<file path="config.mk">
export PLATFORM = sky130hd
export DESIGN_NAME = voice_allocator
export DESIGN_NICKNAME = d
export VERILOG_FILES = /design/src/rtl/synth_pkg.sv /design/src/rtl/lsb_priority_enc.sv /design/src/rtl/voice_allocator.sv
export SDC_FILE = /design/constraint.sdc
export NUM_CORES = 1
export LEC_CHECK = 0
export CAP_MARGIN = 20
export CORE_MARGIN = 2
export CORE_UTILIZATION = 45
export CTS_CLUSTER_SIZE = 16
export DETAILED_ROUTE_END_ITERATION = 7
export GPL_TIMING_DRIVEN = 0
export HOLD_SLACK_MARGIN = 0.05
export PLACE_DENSITY = 0.68
export SLEW_MARGIN = 20
export SYNTH_ARGS = -nofsm -noshare
export SYNTH_HDL_FRONTEND = slang
export SYNTH_SLANG_ARGS = --single-unit
export TNS_END_PERCENT = 100
</file>
<file path="constraint.sdc">
create_clock -name clk -period 6.58 [get_ports clk]
set_clock_uncertainty 0.2 [all_clocks]
set_input_delay 0.658 -clock clk [delete_from_list [all_inputs] [get_ports clk]]
set_output_delay 0.658 -clock clk [all_outputs]
set_load 0.03 [all_outputs]
</file>
<file path="src/rtl/synth_pkg.sv">
// Shared synth types: waveform modes, keypad and voice pool sizing.
// Used by the waveform mode FSM and the voice allocator.
package synth_pkg;

    typedef enum logic [1:0] {
        OFF    = 2'd0,
        SQUARE = 2'd1,
        SAW    = 2'd2,
        TRI    = 2'd3
    } wave_types;

    localparam int NUM_KEYS   = 13;
    localparam int NUM_VOICES = 4;
    localparam int KEY_W      = $clog2(NUM_KEYS);
    localparam int AGE_W      = $clog2(NUM_VOICES);

    typedef logic [KEY_W-1:0] key_idx_t;
    typedef logic [AGE_W-1:0] age_t;

endpackage

</file>
<file path="src/rtl/lsb_priority_enc.sv">
// Lowest-set-bit priority encoder.
// valid=0 and idx=0 when no bit is set.
module lsb_priority_enc #(
    parameter int W     = 8,
    parameter int IDX_W = $clog2(W)
) (
    input  logic [W-1:0]     bits,
    output logic             valid,
    output logic [IDX_W-1:0] idx
);

    always_comb begin
        valid = 1'b0;
        idx   = '0;
        for (int i = W - 1; i >= 0; i--) begin
            if (bits[i]) begin
                valid = 1'b1;
                idx   = IDX_W'(i);
            end
        end
    end

endmodule

</file>
<file path="src/rtl/voice_allocator.sv">
// Polyphonic voice allocator: maps held keys onto a voice pool,
// reclaims released voices and steals the oldest when full.
import synth_pkg::wave_types;

module voice_allocator #(
    parameter int NUM_KEYS   = synth_pkg::NUM_KEYS,
    parameter int NUM_VOICES = synth_pkg::NUM_VOICES,
    parameter int KEY_W      = $clog2(NUM_KEYS),
    parameter int AGE_W      = $clog2(NUM_VOICES)
) (
    input  logic                        clk,
    input  logic                        n_rst,
    input  logic [NUM_KEYS-1:0]         keys,
    input  logic [1:0]                  mode,
    output logic [NUM_VOICES-1:0]       voice_active,
    output logic [NUM_VOICES*KEY_W-1:0] voice_key,
    output logic [NUM_VOICES-1:0]       voice_start,
    output logic [NUM_VOICES-1:0]       voice_release,
    output logic                        steal
);

    logic [NUM_VOICES-1:0]       active_q, active_n;
    logic [NUM_VOICES-1:0]       start_q, start_n;
    logic [NUM_VOICES-1:0]       rel_q, rel_n;
    logic [NUM_VOICES*KEY_W-1:0] key_q, key_n;
    logic [NUM_KEYS-1:0]         served_q, served_n;
    logic [AGE_W-1:0]            age_q [NUM_VOICES];
    logic [AGE_W-1:0]            age_n [NUM_VOICES];
    logic                        steal_q, steal_n;

    wave_types             wave;
    logic                  mode_on;
    logic [NUM_VOICES-1:0] key_gone;
    logic [NUM_VOICES-1:0] free_bits;
    logic [NUM_KEYS-1:0]   cand_bits;
    logic                  cand_valid;
    logic [KEY_W-1:0]      cand_idx;
    logic                  free_valid;
    logic [AGE_W-1:0]      free_idx;
    logic [AGE_W-1:0]      oldest;
    logic [AGE_W-1:0]      target;
    logic                  alloc;

    assign wave    = wave_types'(mode);
    assign mode_on = (wave != synth_pkg::OFF);

    always_comb begin
        key_gone = '0;
        for (int v = 0; v < NUM_VOICES; v++) begin
            key_gone[v] = active_q[v]
                        & ~keys[key_q[v*KEY_W +: KEY_W]];
        end
    end

    // served & keys, then & ~served, reduces to keys & ~served
    assign cand_bits = keys & ~served_q;
    assign free_bits = ~active_q | key_gone;

    lsb_priority_enc #(
        .W     (NUM_KEYS),
        .IDX_W (KEY_W)
    ) u_cand_enc (
        .bits  (cand_bits),
        .valid (cand_valid),
        .idx   (cand_idx)
    );

    lsb_priority_enc #(
        .W     (NUM_VOICES),
        .IDX_W (AGE_W)
    ) u_free_enc (
        .bits  (free_bits),
        .valid (free_valid),
        .idx   (free_idx)
    );

    always_comb begin
        oldest = '0;
        for (int v = 0; v < NUM_VOICES; v++) begin
            if (age_q[v] == AGE_W'(NUM_VOICES - 1)) begin
                oldest = AGE_W'(v);
            end
        end
    end

    assign alloc  = mode_on & cand_valid;
    assign target = free_valid ? free_idx : oldest;

    always_comb begin
        active_n = mode_on ? (active_q & ~key_gone) : '0;
        rel_n    = mode_on ? key_gone : active_q;
        served_n = mode_on ? (served_q & keys) : '0;
        start_n  = '0;
        steal_n  = 1'b0;
        key_n    = key_q;
        age_n    = age_q;
        if (alloc) begin
            active_n[target] = 1'b1;
            rel_n[target]    = 1'b0;
            start_n[target]  = 1'b1;
            steal_n          = ~free_valid;
            served_n[cand_idx] = 1'b1;
            key_n[target*KEY_W +: KEY_W] = cand_idx;
            // move-to-front of the recency order
            for (int v = 0; v < NUM_VOICES; v++) begin
                if (age_q[v] < age_q[target]) begin
                    age_n[v] = age_q[v] + 1'b1;
                end
            end
            age_n[target] = '0;
        end
    end

    always_ff @(posedge clk or negedge n_rst) begin
        if (!n_rst) begin
            active_q <= '0;
            start_q  <= '0;
            rel_q    <= '0;
            key_q    <= '0;
            served_q <= '0;
            steal_q  <= 1'b0;
            for (int v = 0; v < NUM_VOICES; v++) begin
                age_q[v] <= AGE_W'(v);
            end
        end else begin
            active_q <= active_n;
            start_q  <= start_n;
            rel_q    <= rel_n;
            key_q    <= key_n;
            served_q <= served_n;
            steal_q  <= steal_n;
            age_q    <= age_n;
        end
    end

    assign voice_active  = active_q;
    assign voice_key     = key_q;
    assign voice_start   = start_q;
    assign voice_release = rel_q;
    assign steal         = steal_q;

endmodule

</file>
==> flow_metrics.py, run 1 <==
metrics = {
    "worst_setup_path": {
        "slowest_delay_ps": 560,
        "crit_chain": "clkdlybuf4s50_1 > mux4_2 > mux2_4 > a22o_1 > and4_4 > nor2_8 > mux2_2 > o21ai_0 > ha_1 > a21oi_1 > nand2_1 > a31oi_1 > mux2i_1",
        "criticalPathCategory": "in2reg",
        "path_buf_inv": 1,
        "reg2reg_setup_slack_ps": 2460,
        "crit_required_ps": 6620,
        "cp-end-kind": "flip-flop",
        "crit_path_start_kind": "input port",
        "cp_top_family": "multiplexers",
        "arrival_ps": 4590,
        "slowest_stage": "clkdlybuf4s50_1",
        "path_max_fanout": 6,
    },
    "outcome": {
        "status": "complete, no violations",
    },
    "clock_network": {
        "cts_hold_buf": 0,
        "h-tree-depth": 2,
        "cts_setup_buffers": 0,
        "numCtsBuffers": 5,
        "cts_max_path_buffers": 2,
        "clock_sinks": 50,
        "ctsResizeCount": 0,
        "cts_root_buf": "clkbuf_8",
        "clock_latency_ps": 310,
        "clk_pin_slew_worst_paths_ps": 90,
        "cts_tree": "built",
    },
    "drt": {
        "met2_length_um": 3910,
        "wl_met1_um": 4090,
        "ant_nets": 0,
        "highest_layer": "met4",
        "viasPerCell": 5.88,
        "routedWlPerCell_um": 17.3,
        "drt_wl_total_um": 8460,
        "via_count": 2868,
        "drc": 0,
        "drtPass1Iterations": 5,
        "drtIter0Drc": 163,
        "wl_met3_um": 353,
    },
    "final_layout": {
        "layout_commonest_cell": "dfrtp_1",
        "n_antenna_cell": 0,
        "multiInputGateArea_sq_um": 1910,
        "nFillCells": 646,
        "postLayoutCellArea_sq_um": 3950,
        "seq_area_sq_um": 1260,
        "mostFrequentLayoutCells": "dfrtp_1 (46), clkdlybuf4s50_1 (44), nand2_1 (41)",
        "area_delta_synth_final_pct": 20.1,
        "fin_nets": 417,
        "layout-drive-gt1-share_pct": 13.9,
    },
    "floorplanning": {
        "start_util_pct": 45.8,
        "num_io_pins": 46,
        "die_h_um": 89.5,
        "row_count": 31,
        "dieWidth_um": 89.5,
        "die-area_sq_um": 8010,
        "core_area_sq_um": 7180,
    },
    "sta": {
        "rsz0062_at_grt": "false",
        "finalCritPeriodShare_pct": 69.1,
        "fin_setup_tns_ps": 0,
        "maxSlewViolCount": 0,
        "setup_viol": 0,
        "period_minus_slack_ps": 4550,
        "finalHoldViolCount": 0,
        "worstMarginPinSlew_ps": 808,
        "relSlewSlack_pct": 46.0,
        "max_freq_mhz": 220,
        "fin_ws_ps": 2030,
    },
    "placed_design": {
        "gp_congestion": 0.926,
        "port_buffers": 45,
        "placed_area_sq_um": 3860,
        "place_ws_ps": 1750,
        "place.detailed.hpwl_um": 6230,
    },
    "power_and_ir_drop": {
        "powerDensity_nw_per_um2": 336,
        "leakagePower_nw": 1.62,
        "ir_drop_mv": 0.243,
        "report.power.total_w": 0.00133,
    },
    "synthesis": {
        "avgSynthCellArea_sq_um": 9.79,
        "synth_flop_cell": "dfrtp_1",
        "synth_fp_nets": 365,
        "synthArstFlopShare_pct": 100,
        "synth_area_leaders": "dfrtp_1 (35%), mux4_2 (4.8%), nand2_1 (4.7%), ha_1 (4.6%), o31ai_1 (3.7%)",
        "yosys.cell_types.count": 62,
        "synth-edff-count": 0,
        "synth_top_area_share_pct": 35.0,
        "synth_top_area_cell": "dfrtp_1",
        "netlist_instances": 336,
        "synth_area_sq_um": 3290,
        "yosys_warnings": 0,
        "ys_ff_latch": 50,
        "ys_seq_area_share_pct": 38.2,
    },
    "global_route": {
        "antenna_found_initial": 0,
        "grt_pass1_wl_um": 13800,
        "first_global_vias": 2652,
        "grt_start_max_net_pins": 51,
        "overflow": 0,
        "track_usage_pct": 22.9,
    },
    "flow_run": {
        "maxCapViolCount": 0,
    },
    "hold_path": {
        "min_path_type": "in2async",
    },
}
[path summary, 6_finish.rpt]
check | start | endpoint | cells after the start
worst max-delay path | keys[5] | age_q[4] | 13
worst min-delay path | n_rst | served_q[1] | 1
worst max register to register | voice_key[12] | age_q[4] | 13
worst min register to register | served_q[10] | served_q[10] | 2
max in group asynchronous | n_rst | voice_key[5] | 1
min in group clk | served_q[10] | served_q[10] | 2
[state kept, by name, indices dropped and copies added, names as in the netlist]
signal / flops
voice_start: 4
served_q: 13
voice_key: 16
voice_release: 4
voice_active: 4
steal: 1
age_q: 8
[worst reg2reg max path, stage by stage (launching register included)]
cell and delay (ps):
dfrtp_1 380, buf_6 140, mux4_2 490, mux2_4 300, a22o_1 240, and4_4 230
nor2_8 170, mux2_2 350, o21ai_0 460, ha_1 350, a21oi_1 140, nand2_1 60
a31oi_1 310, mux2i_1 230
[cell type report]
| type | instances | share of cell area, % |
|---|---|---|
| multi-input combinational | 258 | 48.4 |
| sequential | 50 | 31.8 |
| buffer | 9 | 1.14 |
| tap | 99 | 3.14 |
| timing repair buffer | 45 | 11.3 |
| clock buffer | 8 | 2.28 |
| inverter | 19 | 1.87 |
[synth_stat cells, types with 3 or more instances]
master / count
dfrtp_1: 46
nand2_1: 41
nor2_1: 24
inv_1: 16
o31ai_1: 16
o21ai_0: 15
nand2b_1: 14
nand3_1: 13
ha_1: 12
a21oi_1: 10
mux2i_1: 10
nor2b_1: 10
mux2_2: 8
mux4_2: 7
a211oi_1: 5
a31oi_1: 5
clkbuf_1: 5
nor3_1: 5
o31ai_2: 5
and2_1: 4
dfstp_2: 4
nand4_1: 4
buf_2: 3
o211a_1: 3
o211ai_1: 3
o21a_1: 3
o22ai_1: 3
[cell families (layout without fill, tap and decap cells)]
| kind of cell | count (synthesis) | in the layout | synth area share [%] |
|---|---|---|---|
| simple gates | 127 | 127 | 20.0 |
| mux | 26 | 26 | 11.0 |
| fa+ha+maj | 12 | 12 | 4.57 |
| buf+inv | 28 | 81 | 3.62 |
| compound gates | 93 | 93 | 22.6 |
| flops | 50 | 50 | 38.2 |
[power by group]
part | leakage (nW) | switching (W) | internal (W)
clock network | 0.0455 | 0.000101 | 0.0000860
registers | 0.664 | 0.0000619 | 0.000377
logic | 0.908 | 0.000408 | 0.000293
[metal layers]
metal / global-route usage, % / vias to the layer above
li1: - / 1355
met4: 6.51 / 0
met3: 4.06 / 9
met5: 0 / -
met1: 32.8 / 1418
met2: 35.6 / 86
[through the flow]
stage	util, %	hold slack [ps]	std cells
6_report	55.0	175	488
3_5_place_dp	53.8	288	480
5_1_grt	55.0	215	488
2_1_floorplan	-	162	336
4_1_cts	55.0	194	488
3_3_place_gp	53.8	286	480
(Power assumes the default switching activity.)
==> run 2, diff against run 1 <==
Settings changed: PLACE_DENSITY 0.68 to 0.7.
Clock period 6.58 ns to 4.14 ns, I/O delays scaled along.
==> run 2 against run 1 <==
Sequential power is 59% higher. Worst setup slack worse by 1900 ps. First-iteration DRC count is 1.2% higher. Sequential share of layout area is 0.23 points lower. Critical path depth stayed put. Die area stayed put. Hold slack better by 140 ps. Routed wire length is 0.41% higher. Via count is 1.8% lower. Count of clock-buffer cells in the layout is 1 lower. Flip-flop and latch count stayed put. Critical endpoint unchanged.
==> flow_metrics.py, run 2 (synthesis gave the netlist of run 1 again) <==
metrics = {
    "drt": {
        "ant_nets": 0,
        "drc": 0,
        "drt_wl_total_um": 8500,
        "drtIter0Drc": 165,
        "via_count": 2817,
        "routedWlPerCell_um": 17.4,
        "viasPerCell": 5.76,
        "drtPass1Iterations": 5,
    },
    "hold_path": {
        "min_path_type": "in2reg",
    },
    "final_layout": {
        "largest_reg_flops": 16,
        "fin_nets": 418,
        "postLayoutCellArea_sq_um": 3980,
        "n_antenna_cell": 0,
        "area_delta_synth_final_pct": 21.0,
        "mostFrequentLayoutCells": "dfrtp_1 (46), nand2_1 (41), clkdlybuf4s50_1 (41)",
        "finalCoreUtilization_pct": 55.4,
        "layout_commonest_cell": "dfrtp_1",
        "layout-drive-gt1-share_pct": 14.6,
    },
    "sta": {
        "maxSlewViolCount": 0,
        "period_minus_slack_ps": 4010,
        "relSlewSlack_pct": 41.4,
        "setup_viol": 0,
        "fin_ws_ps": 127,
        "worstMarginPinSlew_ps": 876,
        "finalCritPeriodShare_pct": 96.9,
        "finalHoldViolCount": 0,
        "max_freq_mhz": 249,
    },
    "power_and_ir_drop": {
        "powerDensity_nw_per_um2": 535,
        "leakagePower_nw": 1.65,
        "report.power.total_w": 0.00213,
        "ir_drop_mv": 0.323,
    },
    "floorplanning": {
        "die_h_um": 89.5,
        "start_util_pct": 45.8,
        "core_area_sq_um": 7180,
        "die-area_sq_um": 8010,
        "num_io_pins": 46,
        "row_count": 31,
        "dieWidth_um": 89.5,
    },
    "worst_setup_path": {
        "slowest_delay_ps": 550,
        "path_max_fanout": 6,
        "path_buf_inv": 1,
        "arrival_ps": 4060,
        "cp-end-kind": "flip-flop",
        "cp_top_family": "multiplexers",
        "criticalPathCategory": "in2reg",
        "slowest_stage": "clkdlybuf4s50_1",
        "crit_required_ps": 4180,
        "crit_chain": "clkdlybuf4s50_1 > mux4_2 > mux2_4 > a22o_1 > and4_4 > nor2_8 > mux2_2 > o21ai_2 > ha_1 > a21oi_1 > nand2_1 > a31oi_2 > mux2i_1",
        "crit_path_start_kind": "input port",
    },
    "global_route": {
        "first_global_vias": 2688,
        "track_usage_pct": 23.0,
        "grt_pass1_wl_um": 13900,
        "overflow": 0,
        "grt_start_max_net_pins": 51,
        "antenna_found_initial": 0,
    },
    "flow_run": {
        "maxCapViolCount": 0,
    },
    "clock_network": {
        "clk_pin_slew_worst_paths_ps": 100,
        "h-tree-depth": 2,
        "cts_tree": "built",
        "numCtsBuffers": 5,
        "cts_root_buf": "clkbuf_8",
        "cts_max_path_buffers": 2,
        "cts_setup_buffers": 0,
        "clock_sinks": 50,
        "clock_latency_ps": 310,
    },
    "outcome": {
        "status": "complete, no violations",
    },
    "placed_design": {
        "port_buffers": 45,
        "gp_congestion": 0.905,
        "placed_area_sq_um": 3860,
        "place_ws_ps": -546,
        "place.detailed.hpwl_um": 6180,
    },
}
## run 2: power by group
group          total (W)  switching, W  internal, W
logic            0.00112      0.000651     0.000473
clock network   0.000305      0.000169     0.000135
registers       0.000698     0.0000986     0.000600
## run 2: per-layer routing
| metal | vias up | global-route usage (%) | share of wire, % |
|---|---|---|---|
| li1 | 1357 | - | - |
| met1 | 1339 | 31.9 | 45 |
| met2 | 103 | 35.3 | 45 |
| met3 | 18 | 4.99 | 7.1 |
| met4 | 0 | 8.68 | 2.4 |
| met5 | - | 0 | 0 |
## run 2: path summary, 6_finish.rpt
kind,slack [ps],to,start,depth (start not counted)
max,130,age_q[4],keys[7],13
min,310,served_q[5],keys[5],3
max reg2reg,320,age_q[4],voice_key[12],13
min reg2reg,310,served_q[10],served_q[10],2
max in group asynchronous,2840,voice_key[5],n_rst,2
min in group asynchronous,460,served_q[4],n_rst,2
## run 2: timing repair
action | CTS | global route
hold buffers | 1 | 0
setup endpoints to repair | 4 | 2
endpoints found under the hold margin | 46 | 0
resized for setup | 2 | 4
## run 2: layout make-up
cell class | count | area (sq um)
Buffer | 9 | 45.0
Clock buffer | 7 | 86.3
Clock inverter | 1 | 5.00
Fill cell | 628 | 3200
Inverter | 19 | 73.8
Multi-Input combinational cell | 258 | 1920
Sequential cell | 50 | 1260
Tap cell | 99 | 124
Timing Repair Buffer | 46 | 465
## run 2: metrics by stage
step / hold slack [ps] / std cells / setup TNS [ps]
global placement: 285 / 480 / -2340
floorplan: -81.6 / 336 / 0
finish: 311 / 489 / 0
CTS: 311 / 489 / 0
global route: 333 / 489 / -14.3
detailed placement: 288 / 480 / -2700
## run 2: worst register-to-register path, cell delays in order (launching register included)
cell and delay (ps):
dfrtp_1 370, buf_6 130, mux4_2 480, mux2_4 300, a22o_1 240, and4_4 240, nor2_8 170, mux2_2 360
o21ai_2 240, ha_1 310, a21oi_1 170, nand2_1 80, a31oi_2 260, mux2i_1 220
==> run 3, diff against run 2 <==
Settings changed: CORE_UTILIZATION 45 to 35, PLACE_DENSITY 0.7 to default.
==> run 3 against run 2 <==
Core utilization fell by 12 points. Non-clock buffer count did not move. Critical path type unchanged. Final cell count rose by 2.5%. Flip-flop and latch count did not move. Hold slack got worse by 6.4 ps. Sequential power rose by 0.6%.
==> flow_metrics.py, run 3 (synthesis gave the netlist of run 1 again) <==
metrics = {
    "worst_setup_path": {
        "arrival_ps": 4020,
        "path_max_fanout": 6,
        "cp-end-kind": "flip-flop",
        "crit_path_start_kind": "input port",
        "crit_required_ps": 4170,
        "path_buf_inv": 1,
        "criticalPathCategory": "in2reg",
        "slowest_stage": "clkdlybuf4s50_1",
        "cp_top_family": "multiplexers",
        "r2r_cells": 13,
        "slowest_delay_ps": 550,
        "crit_chain": "clkdlybuf4s50_1 > mux4_2 > mux2_4 > a22o_1 > and4_4 > nor2_8 > mux2_2 > o21ai_2 > ha_1 > a21oi_1 > nand2_1 > a31oi_2 > mux2i_1",
        "path_depth": 13,
    },
    "sta": {
        "worstMarginPinSlew_ps": 886,
        "relSlewSlack_pct": 40.7,
        "setup_viol": 0,
        "finalCritPeriodShare_pct": 96.4,
        "fin_ws_ps": 147,
        "fin_setup_tns_ps": 0,
        "maxSlewViolCount": 0,
        "rsz0062_at_grt": "false",
        "max_freq_mhz": 250,
        "period_minus_slack_ps": 3990,
        "finalHoldViolCount": 0,
    },
    "hold_path": {
        "min_path_cells": 3,
        "min_path_type": "in2reg",
    },
    "clock_network": {
        "cts_setup_buffers": 0,
        "cts_tree": "built",
        "numCtsBuffers": 5,
        "cts_root_buf": "clkbuf_8",
        "h-tree-depth": 2,
        "cts_max_path_buffers": 2,
        "clock_sinks": 50,
        "clock_latency_ps": 310,
        "clk_pin_slew_worst_paths_ps": 100,
    },
    "drt": {
        "via_count": 2809,
        "ant_nets": 0,
        "routedWlPerCell_um": 17.6,
        "drt_wl_total_um": 8830,
        "viasPerCell": 5.61,
        "drtIter0Drc": 95,
        "drtPass1Iterations": 4,
        "drc": 0,
    },
    "floorplanning": {
        "die_h_um": 101,
        "die-area_sq_um": 10200,
        "start_util_pct": 35.8,
        "core_area_sq_um": 9200,
        "num_io_pins": 46,
        "dieWidth_um": 101,
        "row_count": 35,
    },
    "placed_design": {
        "dp.cells": 492,
        "place.detailed.hpwl_um": 6470,
        "port_buffers": 45,
        "gp_congestion": 0.837,
        "place_ws_ps": -555,
    },
    "final_layout": {
        "area_delta_synth_final_pct": 21.8,
        "mostFrequentLayoutCells": "dfrtp_1 (46), nand2_1 (41), clkdlybuf4s50_1 (38)",
        "nFillCells": 918,
        "multiInputGateArea_sq_um": 1930,
        "largest_reg_flops": 16,
        "fin_cells": 501,
        "n_antenna_cell": 0,
        "layout_commonest_cell": "dfrtp_1",
        "layout-drive-gt1-share_pct": 14.9,
        "fin_nets": 418,
        "seq_area_sq_um": 1260,
    },
    "power_and_ir_drop": {
        "sw_frac_of_total_pct": 43.2,
        "report.power.total_w": 0.00213,
        "power_switching_w": 0.000920,
        "powerDensity_nw_per_um2": 532,
        "pwr-share-seq_pct": 32.9,
        "leakagePower_nw": 1.68,
        "comb_power_share_pct": 53.0,
        "p_int_w": 0.00121,
        "ir_drop_mv": 0.337,
        "p_clk_share_pct": 14.0,
    },
    "global_route": {
        "first_global_vias": 2716,
        "grt_start_max_net_pins": 51,
        "grt_pass1_wl_um": 14600,
        "track_usage_pct": 18.5,
        "overflow": 0,
        "antenna_found_initial": 0,
    },
    "flow_run": {
        "maxCapViolCount": 0,
    },
    "outcome": {
        "status": "complete, no violations",
    },
}
[run 3: routing by layer]
layer  global-route usage [%]  up-vias  part of all wire, %
met1                     26.4     1380                   48
met2                     29.6       69                   46
met4                     4.57        0                  1.3
li1                         -     1351                    -
met5                        0        -                    0
met3                     2.64        9                  5.1
[run 3: layout make-up]
type,count,share of cell area (%)
repair buffers,46,11.8
multi-input cells,258,48.1
flip-flops and latches,50,31.4
plain buffers,9,1.12
clock inverters,1,0.125
inverters,19,1.84
clock buffers,7,2.15
well taps,111,3.47
[run 3: final timing paths]
path	start	end	slack (ps)
worst max-delay path	keys[6]	age_q[4]	150
worst min-delay path	keys[2]	served_q[2]	300
worst max register to register	voice_key[12]	age_q[4]	330
worst min register to register	served_q[9]	served_q[9]	320
max in group asynchronous	n_rst	age_q[2]	2830
min in group asynchronous	n_rst	voice_key[0]	460
[run 3: through the flow]
stage	hold WS [ps]	cell area [sq um]	utilization [%]
after floorplan	-81.6	3290	-
after global routing	301	4010	43.6
after CTS	321	3980	43.3
after detailed placement	292	3870	42.1
after global placement	288	3880	42.2
final	305	4010	43.6
[run 3: repair_timing]
item | CTS | global route
setup endpoints to repair | 4 | 4
endpoints found under the hold margin | 46 | 0
hold buffers | 1 | 0
gates resized for setup | 2 | 8
[run 3: power by group through the flow]
stage	registers, W	clock network, W	logic (W)
after floorplan	0.000788	0	0.000700
after global placement	0.000707	0	0.00109
after detailed placement	0.000709	0	0.00111
after CTS	0.000702	0.000311	0.00112
after global routing	0.000718	0.000334	0.00124
final	0.000702	0.000299	0.00113
[run 3: tightest hold or removal path, delay by kind of cell]
kind,cells,cell delay (ps)
AND/OR/NAND/NOR,1,90
AO/OA/AOI/OAI,1,60
buffers and inverters,1,210
